==> config.mk <==
export PLATFORM = sky130hd
export DESIGN_NAME = cas_key_loader_flat
export DESIGN_NICKNAME = d
export VERILOG_FILES = /design/src/rtl/cas_key_pkg.sv /design/src/rtl/cas_key_loader_if.sv /design/src/rtl/cas_key_shadow.sv /design/src/rtl/cas_key_loader.sv /design/src/flat_wrapper.sv
export SDC_FILE = /design/constraint.sdc
export NUM_CORES = 1
export LEC_CHECK = 0
export CAP_MARGIN = 30
export CORE_ASPECT_RATIO = 1.2
export CORE_MARGIN = 2
export CORE_UTILIZATION = 25
export CTS_CLUSTER_DIAMETER = 120
export DETAILED_ROUTE_END_ITERATION = 10
export GPL_ROUTABILITY_DRIVEN = 0
export HOLD_SLACK_MARGIN = 0.06
export PLACE_DENSITY = 0.48
export SYNTH_ARGS = -nofsm -noshare
export SYNTH_HDL_FRONTEND = slang
export SYNTH_SLANG_ARGS = --single-unit
==> constraint.sdc <==
create_clock -name clk -period 4.95 [get_ports clk]
set_input_delay 0.7425 -clock clk [delete_from_list [all_inputs] [get_ports clk]]
set_output_delay 0.7425 -clock clk [all_outputs]
set_load 0.01 [all_outputs]
==> src/rtl/cas_key_pkg.sv <==
// rtl/cas_key_pkg.sv - shared types, default widths and check-segment fold for the key loader
// Optional feature macro: KEY_CHK_EN (seg_xor is only used when it is defined).
package cas_key_pkg;

  localparam int KEY_W_DEF = 64;
  localparam int SEG_W_DEF = 8;
  localparam int KEY_W_MAX = 512;
  localparam int SEG_W_MAX = 64;

  typedef enum logic [1:0] {IDLE, LOAD, COMMIT, DRAIN} key_ld_state_t;

  // Bit i of the key folds into bit (i mod seg_w); zero-extended upper bits add nothing.
  function automatic logic [SEG_W_MAX-1:0] seg_xor(input logic [KEY_W_MAX-1:0] key,
                                                   input int seg_w);
    logic [SEG_W_MAX-1:0] acc;
    acc = '0;
    for (int i = 0; i < KEY_W_MAX; i++) begin
      acc[i % seg_w] = acc[i % seg_w] ^ key[i];
    end
    return acc;
  endfunction

endpackage

==> src/rtl/cas_key_loader_if.sv <==
// rtl/cas_key_loader_if.sv - segment stream carrying key segments into the loader
interface cas_key_loader_if #(
  parameter int SEG_W = 8
);
  logic             s_valid;
  logic             s_ready;
  logic [SEG_W-1:0] s_data;
  logic             s_last;

  modport master (output s_valid, output s_data, output s_last, input s_ready);
  modport slave  (input s_valid, input s_data, input s_last, output s_ready);
endinterface

==> src/rtl/cas_key_shadow.sv <==
// rtl/cas_key_shadow.sv - segment-addressed shadow register with an atomic parallel commit port
module cas_key_shadow #(
  parameter int KEY_W = 64,
  parameter int SEG_W = 8,
  parameter int IDX_W = 4
) (
  input  logic             clk,
  input  logic             rst_n,
  input  logic             clr_i,
  input  logic             wr_en_i,
  input  logic [IDX_W-1:0] wr_idx_i,
  input  logic [SEG_W-1:0] wr_data_i,
  input  logic             commit_i,
  input  logic             key_clr_i,
  output logic [KEY_W-1:0] shadow_o,
  output logic [KEY_W-1:0] key_o
);

  localparam int NSEG = KEY_W / SEG_W;

  logic [KEY_W-1:0] shadow_q, shadow_d;
  logic [KEY_W-1:0] key_q, key_d;

  always_comb begin
    shadow_d = shadow_q;
    if (clr_i) begin
      shadow_d = '0;
    end else if (wr_en_i) begin
      for (int k = 0; k < NSEG; k++) begin
        if (wr_idx_i == IDX_W'(k)) shadow_d[k*SEG_W +: SEG_W] = wr_data_i;
      end
    end
  end

  always_comb begin
    key_d = key_q;
    if (key_clr_i)     key_d = '0;
    else if (commit_i) key_d = shadow_q;
  end

  always_ff @(posedge clk or negedge rst_n) begin
    if (!rst_n) begin
      shadow_q <= '0;
      key_q    <= '0;
    end else begin
      shadow_q <= shadow_d;
      key_q    <= key_d;
    end
  end

  assign shadow_o = shadow_q;
  assign key_o    = key_q;

endmodule

==> src/rtl/cas_key_loader.sv <==
// rtl/cas_key_loader.sv - assembles streamed key segments and commits them to the locked-netlist key bus
// Optional feature macro: KEY_CHK_EN adds a trailing XOR check segment to each frame.
module cas_key_loader
  import cas_key_pkg::*;
#(
  parameter int KEY_W = KEY_W_DEF,
  parameter int SEG_W = SEG_W_DEF
) (
  input  logic                   clk,
  input  logic                   rst_n,
  cas_key_loader_if.slave        s_if,
  input  logic                   zeroize_i,
  output logic [KEY_W-1:0]       key_out_o,
  output logic                   key_valid_o,
  output logic                   load_err_o
);

  localparam int NSEG  = KEY_W / SEG_W;
  localparam int CNT_W = $clog2(NSEG + 2);
  localparam logic [CNT_W-1:0] NSEG_C = CNT_W'(NSEG);
`ifdef KEY_CHK_EN
  localparam logic [CNT_W-1:0] LAST_IDX = CNT_W'(NSEG);
`else
  localparam logic [CNT_W-1:0] LAST_IDX = CNT_W'(NSEG - 1);
`endif

  if (KEY_W % SEG_W != 0) begin : g_bad_width
    $error("KEY_W must be a multiple of SEG_W");
  end

  key_ld_state_t    state_q, state_d;
  logic [CNT_W-1:0] seg_cnt_q, seg_cnt_d;
  logic             key_valid_q, key_valid_d;
  logic             load_err_q, load_err_d;
  logic             rdy_en_q;

  logic             accept;
  logic [CNT_W-1:0] idx;
  logic             chk_ok;
  logic             wr_en, sh_clr, commit, key_clr;
  logic [KEY_W-1:0] shadow;

  // Hold s_ready low while in reset and for the reset-release edge.
  always_ff @(posedge clk or negedge rst_n) begin
    if (!rst_n) rdy_en_q <= 1'b0;
    else        rdy_en_q <= 1'b1;
  end

  assign s_if.s_ready = rdy_en_q && (state_q != COMMIT);
  assign accept       = s_if.s_valid && s_if.s_ready;
  assign idx          = (state_q == IDLE) ? '0 : seg_cnt_q;

`ifdef KEY_CHK_EN
  logic [SEG_W-1:0] chk_exp;
  assign chk_exp = SEG_W'(seg_xor(KEY_W_MAX'(shadow), SEG_W));
  assign chk_ok  = (s_if.s_data == chk_exp);
`else
  assign chk_ok  = 1'b1;
`endif

  always_comb begin
    state_d     = state_q;
    seg_cnt_d   = seg_cnt_q;
    key_valid_d = key_valid_q;
    load_err_d  = load_err_q;
    wr_en       = 1'b0;
    sh_clr      = 1'b0;
    commit      = 1'b0;
    key_clr     = 1'b0;

    unique case (state_q)
      IDLE, LOAD: begin
        if (accept) begin
          if (state_q == IDLE) load_err_d = 1'b0;
          wr_en = (idx < NSEG_C);
          if (idx == LAST_IDX) begin
            seg_cnt_d = '0;
            if (s_if.s_last && chk_ok) begin
              state_d = COMMIT;
            end else begin
              load_err_d = 1'b1;
              sh_clr     = 1'b1;
              state_d    = s_if.s_last ? IDLE : DRAIN;
            end
          end else if (s_if.s_last) begin
            load_err_d = 1'b1;
            sh_clr     = 1'b1;
            seg_cnt_d  = '0;
            state_d    = IDLE;
          end else begin
            seg_cnt_d = idx + CNT_W'(1);
            state_d   = LOAD;
          end
        end
      end
      COMMIT: begin
        commit      = 1'b1;
        key_valid_d = 1'b1;
        state_d     = IDLE;
      end
      DRAIN: begin
        if (accept && s_if.s_last) state_d = IDLE;
      end
      default: state_d = IDLE;
    endcase

    // Zeroize wins over any same-edge transfer or commit; load_err is left alone.
    if (zeroize_i) begin
      state_d     = IDLE;
      seg_cnt_d   = '0;
      key_valid_d = 1'b0;
      wr_en       = 1'b0;
      commit      = 1'b0;
      sh_clr      = 1'b1;
      key_clr     = 1'b1;
    end
  end

  always_ff @(posedge clk or negedge rst_n) begin
    if (!rst_n) begin
      state_q     <= IDLE;
      seg_cnt_q   <= '0;
      key_valid_q <= 1'b0;
      load_err_q  <= 1'b0;
    end else begin
      state_q     <= state_d;
      seg_cnt_q   <= seg_cnt_d;
      key_valid_q <= key_valid_d;
      load_err_q  <= load_err_d;
    end
  end

  cas_key_shadow #(
    .KEY_W (KEY_W),
    .SEG_W (SEG_W),
    .IDX_W (CNT_W)
  ) u_shadow (
    .clk       (clk),
    .rst_n     (rst_n),
    .clr_i     (sh_clr),
    .wr_en_i   (wr_en),
    .wr_idx_i  (idx),
    .wr_data_i (s_if.s_data),
    .commit_i  (commit),
    .key_clr_i (key_clr),
    .shadow_o  (shadow),
    .key_o     (key_out_o)
  );

  assign key_valid_o = key_valid_q;
  assign load_err_o  = load_err_q;

endmodule
==> src/flat_wrapper.sv <==
// flat-port wrapper written by rule: the top's interface ports become plain ports
module cas_key_loader_flat import cas_key_pkg::*;
#(
  parameter int KEY_W = KEY_W_DEF,
  parameter int SEG_W = SEG_W_DEF
)
  (clk, rst_n, zeroize_i, key_out_o, key_valid_o, load_err_o, s_if_s_valid, s_if_s_data, s_if_s_last, s_if_s_ready);
  cas_key_loader_if #(.SEG_W(SEG_W)) s_if_i ();
  input  logic clk;
  input  logic rst_n;
  input  logic zeroize_i;
  output logic [KEY_W-1:0] key_out_o;
  output logic key_valid_o;
  output logic load_err_o;
  input wire logic [$bits(s_if_i.s_valid)-1:0] s_if_s_valid;
  input wire logic [$bits(s_if_i.s_data)-1:0] s_if_s_data;
  input wire logic [$bits(s_if_i.s_last)-1:0] s_if_s_last;
  output wire logic [$bits(s_if_i.s_ready)-1:0] s_if_s_ready;
  assign s_if_i.s_valid = s_if_s_valid;
  assign s_if_i.s_data = s_if_s_data;
  assign s_if_i.s_last = s_if_s_last;
  assign s_if_s_ready = s_if_i.s_ready;
  cas_key_loader #(.KEY_W(KEY_W), .SEG_W(SEG_W)) u_core (.clk(clk), .rst_n(rst_n), .s_if(s_if_i), .zeroize_i(zeroize_i), .key_out_o(key_out_o), .key_valid_o(key_valid_o), .load_err_o(load_err_o));
endmodule
-- Yosys cells after proc, flatten, opt, wreduce, memory -nomap -nowiden
Index checks and enable logic that the tools add are counted.
- word-level logic and storage cells: 102
- bits in registers: 137
- input port bits: 13
- add/subtract/negate cells: 1
- reductions and logical operators: 30
- mux-type cells: 43
- equality and inequality tests: 13
- order comparisons: 1
- operators by type and width (kind ; count):
    $mux 64 ; 4
    $mux 8 ; 8
    $reduce_bool 2->1 ; 13
    $mux 4 ; 6
    $reduce_and 2->1 ; 11
    $mux 1 ; 20
    $eq 4x3->1 const B ; 4
    $eq 4x2->1 const B ; 2
    $mux 2 ; 4
    $ne 3x2->1 const B ; 2
    $pmux 2 s3 ; 1
    $add 4x1->4 const B ; 1
    $eq 2x2->1 const B ; 2
    $eq 4x1->1 const B ; 1
    $logic_not 4->1 ; 1
    $lt 4x4->1 const B ; 1
    $logic_and 1x1->1 ; 3
    $eq 2x1->1 const B ; 1
    $logic_not 2->1 ; 1
    $ne 2x2->1 const B ; 1
    $reduce_or 2->1 ; 1

-- Depth between registers and ports, before layout
Gate-level depths: netlist (run 1).
- depth after elaboration: 9
- depth in mapped cells: 10
- depth with buffers taken out: 6

-- Hierarchy
Synthesis (run 1) repeated with hierarchy kept, for this count alone.
- cells, all modules: 496
- area total of the unflattened synthesis: 5995.8 µm²
- by module, submodules not included (module ; seq. area each (µm²) ; instances ; cells each ; area an instance (µm²)):
    cas_key_shadow ; 3203.1 ; 1 ; 437 ; 5461.5
    cas_key_loader ; 225.2 ; 1 ; 59 ; 534.3

-- Worst setup path before layout (run 1)
No wires, ideal clock.
- path type: register -> register
- from: register u_core.state_q[0]
- to: register u_core.u_shadow.shadow_q[0], in the netlist u_core.u_shadow.shadow_o[0]
- path slack: 2599 ps
- cell stages (with the launch flop): 11
- clock period less this slack: 2351 ps
- data arrival time: 2201 ps
- setup time: 150 ps
- cell sequence: dfrtp_1 buf_2 o21ai_0 inv_1 ha_1 buf_6 and4b_1 buf_6 mux2i_4 buf_6 a211oi_2
- word-level cells in the longest chain between the ends: 9
- elaborated cells between the ends (all ways): 21
- those cells by class: order compare: 1; eq/ne: 3; mux: 9; reduce/logical: 8
- RTL lines (item ; line ; text):
    start, declared ; cas_key_loader.sv:31 ; key_ld_state_t state_q, state_d;
    start signal, assigned ; cas_key_loader.sv:126 ; state_q <= state_d;
    parallel branches: the longest is 9 deep, another holds $lt 4x4->1 ; n/a ;
    end signal, assigned ; cas_key_shadow.sv:46 ; shadow_q <= shadow_d;
    end, declared ; cas_key_shadow.sv:21 ; logic [KEY_W-1:0] shadow_q, shadow_d;
Several ways; the timed one is not identified.
A chain may end at the register's enable or synchronous reset.

-- Worst setup path in the final report (run 1)
- from: register u_core.state_q[0]
- to: register u_core.u_shadow.shadow_q[23], in the netlist u_core.u_shadow.shadow_o[23]
Same word-level chain as after synthesis.

==> impl_metrics.csv, run 1 <==
group,metric,value,unit
power_and_ir_drop,leakagePower,3.14,nW
worst_setup_path,crit_type,"reg -> reg",
clock_tree,clk_pin_slew,0.06,ns
route,routedWlPerCell,19.7,microns
route,drc,0,
final_layout,syn_to_final_growth,26.2,%
route,via_per_inst,5.23,
timing,setup_slack,1.83,ns
worst_setup_path,start_kind,"flop",
logic_synthesis,synthTopCellsByArea,"dfrtp_1, a211oi_2, a22o_1",
timing,grt_setup_unrepaired,"no",
worst_setup_path,cp_num_buf_inv,3,
logic_synthesis,postSynth.asyncResetShare,1.00,
placed_design,place_ws,1.70,ns
final_layout,drive_gt1_frac,0.194,
worst_setup_path,rr_worst_depth,8,
die,io_pins,80,
logic_synthesis,synthFlopType,"dfrtp_1",
worst_setup_path,worstPathMaxFanout,47,
logic_synthesis,ys_types,39,
worst_setup_path,worst_path_max_delay_cell,"dfrtp_1",
grt,grt_max_degree,68,
logic_synthesis,yosysTopAreaCellShare,0.536,
power_and_ir_drop,total_power,0.00262,W
timing,worst_pin_slew,0.926,ns
clock_tree,ctsHoldBuffers,0,
grt,grt_antenna_before_repair,0,
worst_setup_path,critPathCaptureType,"flop",
final_layout,diodes,0,
worst_setup_path,rrSetupSlack,1.83,ns
grt,grt.total_usage,0.136,
timing,fmax,320,MHz
final_layout,nets,582,
logic_synthesis,postSynthCellCount,529,
worst_setup_path,crit_family,"buffers and inverters",
timing,maxSlewViolCount,0,
worst_setup_path,cp.arrival,3.41,ns
worst_setup_path,critPathRequiredTime,5.24,ns
timing,finalCritPeriodShare,0.631,
die,die_x,150,microns
route,wirelength,17900,microns
power_and_ir_drop,ir_worst_vdd,0.227,mV
die,start_util,0.253,
die,num_rows,64,
clock_tree,cts.sinks,137,
clock_tree,htreeDepth,4,
hold_path,hp-class,"in -> async",
placed_design,hpwlAfterDp,11400,microns
logic_synthesis,ys_ff_latch,137,
timing,slew_headroom,0.383,
clock_tree,ctsResizeCount,0,
logic_synthesis,syn_nets,546,
clock_tree,clock_path_buffers,2,
route,firstDrtPassIters,5,
timing,hold_viol,0,
logic_synthesis,syn_avg_cell_area,12.1,sq um
worst_setup_path,slowest_delay,0.61,ns
clock_tree,cts-buffers-inserted,17,
timing,fin_worst_skew,0.0132,ns
logic_synthesis,synth.most_common_cell,"dfrtp_1",
logic_synthesis,ys.warnings.count,0,
job,maxCapViolations,0,
logic_synthesis,synth_common_cells,"dfrtp_1, a22o_1, a211oi_2, nand4_1, o31ai_1",
power_and_ir_drop,power_density,324,mW/mm^2
logic_synthesis,synthesis.area,0.00640,sq mm
timing,setup_tns,0,ns
logic_synthesis,synth.largest_area_cell,"dfrtp_1",
die,die_area,0.0269,sq mm
run_status,outcome,"finished clean",
placed_design,placed_area,0.00739,sq mm
logic_synthesis,synth-edff-count,0,
die,die_h,179,microns
grt,grt_pass1_vias,5006,
worst_setup_path,r2r-end,"u_core.u_shadow.shadow_o[23]$_DFFE_PN0P_",
die,core_area,0.0253,sq mm
worst_setup_path,reg2reg_from,"u_core.state_q[0]$_DFFE_PN0P_",
grt,grt_overflow,0,
timing,hold-worst-slack,0.454,ns
worst_setup_path,path_cells,"o21ai_0 -> inv_1 -> ha_1 -> and4b_1 -> mux2i_4 -> buf_4 -> buf_16 -> a211oi_1",
clock_tree,cts_tree,"done",
logic_synthesis,seq_area_frac_synth,0.536,
route,drt-initial-drc-count,256,
placed_design,portBuffers,79,
grt,grt_pass1_wl,28100,microns
clock_tree,cts_root_buffer,"clkbuf_16",
clock_tree,cts_setup_buffers,0,
final_layout,stdcell_area,0.00808,sq mm
timing,setup_viol_count_final,0,
clock_tree,clock_latency,0.43,ns
timing,period_needed,3.12,ns
route,via_count,4746,
route,ant_nets,0,
## cell families after synthesis
logic type      count (synthesis)  share of synthesized area
other cells                     1                   0.000586
mux                             3                    0.00665
fa+ha+maj                       4                    0.00782
compound gates                205                      0.291
buf+inv                        80                     0.0618
flops                         137                      0.536
simple gates                   99                     0.0964
## worst max path at each step
| stage | cells past startpoint | slack [ns] | from | end |
|---|---|---|---|---|
| 6_report | 8 | 1.83 | u_core.state_q[0]$_DFFE_PN0P_ | u_core.u_shadow.shadow_o[23]$_DFFE_PN0P_ |
| 5_1_grt | 8 | 1.63 | u_core.state_q[0]$_DFFE_PN0P_ | u_core.u_shadow.shadow_o[23]$_DFFE_PN0P_ |
| 4_1_cts | 7 | 1.69 | u_core.state_q[0]$_DFFE_PN0P_ | u_core.u_shadow.shadow_o[23]$_DFFE_PN0P_ |
| 3_5_place_dp | 7 | 1.70 | u_core.state_q[0]$_DFFE_PN0P_ | u_core.u_shadow.shadow_o[15]$_DFFE_PN0P_ |
| 3_3_place_gp | 7 | 1.85 | u_core.state_q[0]$_DFFE_PN0P_ | u_core.u_shadow.shadow_o[39]$_DFFE_PN0P_ |
| 2_1_floorplan | 10 | 2.60 | u_core.state_q[0]$_DFFE_PN0P_ | u_core.u_shadow.shadow_o[0]$_DFFE_PN0P_ |
## state kept, by name (all words and copies together), names as in the netlist
signal                    count
u_core.key_valid_o            1
u_core.load_err_o             1
u_core.rdy_en_q               1
u_core.seg_cnt_q              4
u_core.state_q                2
u_core.u_shadow.key_o        64
u_core.u_shadow.shadow_o     64
## metrics by stage
| step | util | instances |
|---|---|---|
| 3_5_place_dp | 0.292 | 874 |
| 3_3_place_gp | 0.288 | 870 |
| 6_report | 0.319 | 908 |
| 5_1_grt | 0.319 | 908 |
| 2_1_floorplan | - | 529 |
| 4_1_cts | 0.317 | 906 |
## power breakdown
group          internal (W)  switching [W]
Combinational     0.0000288      0.0000993
Sequential          0.00113     0.00000605
Clock              0.000875       0.000485
## layout make-up
type,count,area (sq um)
clock inverter,9,135
sequential,137,3430
clock buffer,23,508
multi-input combinational,312,2590
fill,2550,17200
inverter,6,22.5
tap,330,413
timing repair buffer,91,976
## placed cells by master (no fill, tap or decap), types with 8 or more instances in the layout
master	netlist	layout
a211oi_2	60	60
clkbuf_16	0	17
clkdlybuf4s50_1	0	77
dfrtp_1	137	137
o21ai_0	19	19
nand3_1	19	19
buf_4	0	8
a22o_1	64	64
nand4_1	48	48
o31ai_1	48	48
## per-layer routing
layer,track usage,routed length (microns),vias up
li1,-,-,2148
met1,0.169,7780,2436
met2,0.229,8860,127
met3,0.0318,782,35
met4,0.0550,469,0
met5,0,0,-
No activity file was read; power rests on OpenSTA's default activity.
==> run 2, diff against run 1 <==
--- a/config.mk
+++ b/config.mk
@@ -13,7 +13,7 @@
 export DETAILED_ROUTE_END_ITERATION = 10
 export GPL_ROUTABILITY_DRIVEN = 0
 export HOLD_SLACK_MARGIN = 0.06
-export PLACE_DENSITY = 0.48
+export PLACE_DENSITY = 0.5
 export SYNTH_ARGS = -nofsm -noshare
 export SYNTH_HDL_FRONTEND = slang
 export SYNTH_SLANG_ARGS = --single-unit
==> constraint.sdc (replaced) <==
create_clock -name clk -period 2.7 [get_ports clk]
set_input_delay 0.405 -clock clk [delete_from_list [all_inputs] [get_ports clk]]
set_output_delay 0.405 -clock clk [all_outputs]
set_load 0.01 [all_outputs]
==> run 2 against run 1 <==
Effect of this change: critical path type unchanged; sequential power grew 83%; die area unchanged; sequential cell count stayed put; largest cell class unchanged.
==> impl_metrics.csv, run 2 (synthesized netlist as in run 1, its figures left out) <==
group,metric,value,unit
run_status,outcome,"finished clean",
die,die_area,0.0269,sq mm
power_and_ir_drop,ir_worst_vdd,0.379,mV
route,ant_nets,0,
hold_path,holdPathEnd,"u_core.key_valid_o$_DFFE_PN0P_",
route,firstDrtPassIters,5,
placed_design,place_ws,0.337,ns
final_layout,final_common_cell,"dfrtp_1",
worst_setup_path,cp.arrival,2.68,ns
final_layout,final_cell_count_no_fill,921,
route,wirelength,18300,microns
route,via_count,4803,
final_layout,diodes,0,
grt,grt.total_usage,0.141,
grt,grt_pass1_vias,5023,
power_and_ir_drop,power_density,609,mW/mm^2
grt,grt_max_degree,63,
final_layout,mostFrequentLayoutCells,"dfrtp_1, clkdlybuf4s50_1, a22o_1",
final_layout,syn_to_final_growth,27.8,%
clock_tree,cts_root_buffer,"clkbuf_16",
timing,slew_headroom,0.421,
worst_setup_path,rr_worst_depth,7,
clock_tree,cts-buffers-inserted,17,
hold_path,hp-class,"in -> reg",
timing,hold_viol,0,
clock_tree,clk_pin_slew,0.06,ns
worst_setup_path,start_kind,"flop",
placed_design,portBuffers,79,
clock_tree,cts.sinks,137,
die,die_x,150,microns
grt,grt_pass1_wl,28900,microns
final_layout,nets,595,
clock_tree,htreeDepth,4,
die,die_h,179,microns
worst_setup_path,worstPathMaxFanout,33,
placed_design,placed_area,0.00750,sq mm
route,drt-initial-drc-count,408,
clock_tree,cts_tree,"done",
route,routedWlPerCell,19.9,microns
power_and_ir_drop,leakagePower,3.21,nW
timing,setup_viol_count_final,0,
worst_setup_path,rrSetupSlack,0.30,ns
job,maxCapViolations,0,
die,num_rows,64,
route,drc,0,
die,core_area,0.0253,sq mm
grt,grt_antenna_before_repair,0,
worst_setup_path,r2r-end,"u_core.u_shadow.shadow_o[15]$_DFFE_PN0P_",
timing,setup_slack,0.303,ns
worst_setup_path,critPathRequiredTime,2.99,ns
clock_tree,cts_setup_buffers,0,
timing,grt_setup_unrepaired,"no",
final_layout,num-fill-cells,2550,
worst_setup_path,crit_type,"reg -> reg",
final_layout,stdcell_area,0.00818,sq mm
timing,fmax,417,MHz
route,via_per_inst,5.21,
timing,fin_worst_skew,0.00979,ns
timing,period_needed,2.40,ns
clock_tree,clock_latency,0.42,ns
die,start_util,0.253,
final_layout,drive_gt1_frac,0.208,
timing,finalCritPeriodShare,0.888,
timing,setup_tns,0,ns
hold_path,whs_path_depth,2,
worst_setup_path,reg2reg_from,"u_core.state_q[1]$_DFFE_PN0P_",
placed_design,hpwlAfterDp,11800,microns
clock_tree,clock_path_buffers,2,
timing,hold-worst-slack,0.426,ns
worst_setup_path,critPathCaptureType,"flop",
grt,grt_overflow,0,
die,io_pins,80,
placed_design,dp_cells,888,
clock_tree,ctsResizeCount,0,
hold_path,min-delay-start,"zeroize_i",
timing,worst_pin_slew,0.869,ns
timing,maxSlewViolCount,0,
## run 2: cell types whose count changed in the layout (fill, tap and decap cells not counted), sizes merged, moves of 2 or more
cell      change
buf          +12
bufinv        +3
clkbuf        -5
clkinv        +3
clkinvlp      -2
## run 2: repair_timing
item                                   4_1_cts  5_1_grt
endpoints found under the hold margin       42        0
hold buffers                                 1        0
setup endpoints to repair                    0        0
## run 2: where the power goes
group / switching [W] / internal (W) / leakage (nW)
Clock: 0.000920 / 0.00174 / 0.325
Sequential: 0.00000856 / 0.00206 / 1.91
Combinational: 0.000189 / 0.0000638 / 0.975
Total: 0.00112 / 0.00387 / 3.21
## run 2: how the worst max path moves through the flow
stage,from,to,slack (ns),depth (start not counted)
2_1_floorplan,u_core.state_q[0]$_DFFE_PN0P_,u_core.u_shadow.shadow_o[0]$_DFFE_PN0P_,0.35,10
3_3_place_gp,u_core.state_q[1]$_DFFE_PN0P_,u_core.u_shadow.shadow_o[23]$_DFFE_PN0P_,0.43,7
3_5_place_dp,u_core.state_q[1]$_DFFE_PN0P_,u_core.u_shadow.shadow_o[23]$_DFFE_PN0P_,0.34,7
4_1_cts,u_core.state_q[1]$_DFFE_PN0P_,u_core.u_shadow.shadow_o[43]$_DFFE_PN0P_,0.32,7
5_1_grt,u_core.state_q[1]$_DFFE_PN0P_,u_core.u_shadow.shadow_o[31]$_DFFE_PN0P_,0.13,7
6_report,u_core.state_q[1]$_DFFE_PN0P_,u_core.u_shadow.shadow_o[15]$_DFFE_PN0P_,0.30,7
## run 2: cell type report
type,count,area (sq um),area share
Clock buffer,18,429,0.0525
Inverter,6,22.5,0.00275
Clock inverter,14,245,0.0300
Sequential cell,137,3430,0.419
Timing Repair Buffer,104,1050,0.128
Tap cell,330,413,0.0505
Multi-Input combinational cell,312,2590,0.317
## run 2: worst max-delay path, cell delays in order (launching register included)
cell and delay, ns:
dfrtp_1 0.48, o21ai_0 0.43, inv_1 0.13, ha_1 0.32, and4b_1 0.26, mux2i_4 0.25
buf_12 0.27, a211oi_1 0.07
## run 2: routing by layer
metal / up-vias / global-route usage / part of all wire
met4: 0 / 0.0664 / 0.027
met2: 118 / 0.239 / 0.51
met3: 28 / 0.0300 / 0.045
met1: 2484 / 0.171 / 0.42
li1: 2173 / - / -
met5: - / 0 / 0
## run 2: per-stage QoR
stage / total power, W / utilization
6_report: 0.00499 / 0.323
5_1_grt: 0.00515 / 0.323
4_1_cts: 0.00505 / 0.323
3_5_place_dp: 0.00236 / 0.296
3_3_place_gp: 0.00236 / 0.296
2_1_floorplan: 0.00223 / -
==> run 3, diff against run 2 <==
--- a/config.mk
+++ b/config.mk
@@ -14,6 +14,7 @@
 export GPL_ROUTABILITY_DRIVEN = 0
 export HOLD_SLACK_MARGIN = 0.06
 export PLACE_DENSITY = 0.5
+export SLEW_MARGIN = 40
 export SYNTH_ARGS = -nofsm -noshare
 export SYNTH_HDL_FRONTEND = slang
 export SYNTH_SLANG_ARGS = --single-unit
==> results of run 3 <==
Same layout as run 2: the final DEF is identical, and so are final timing and power.
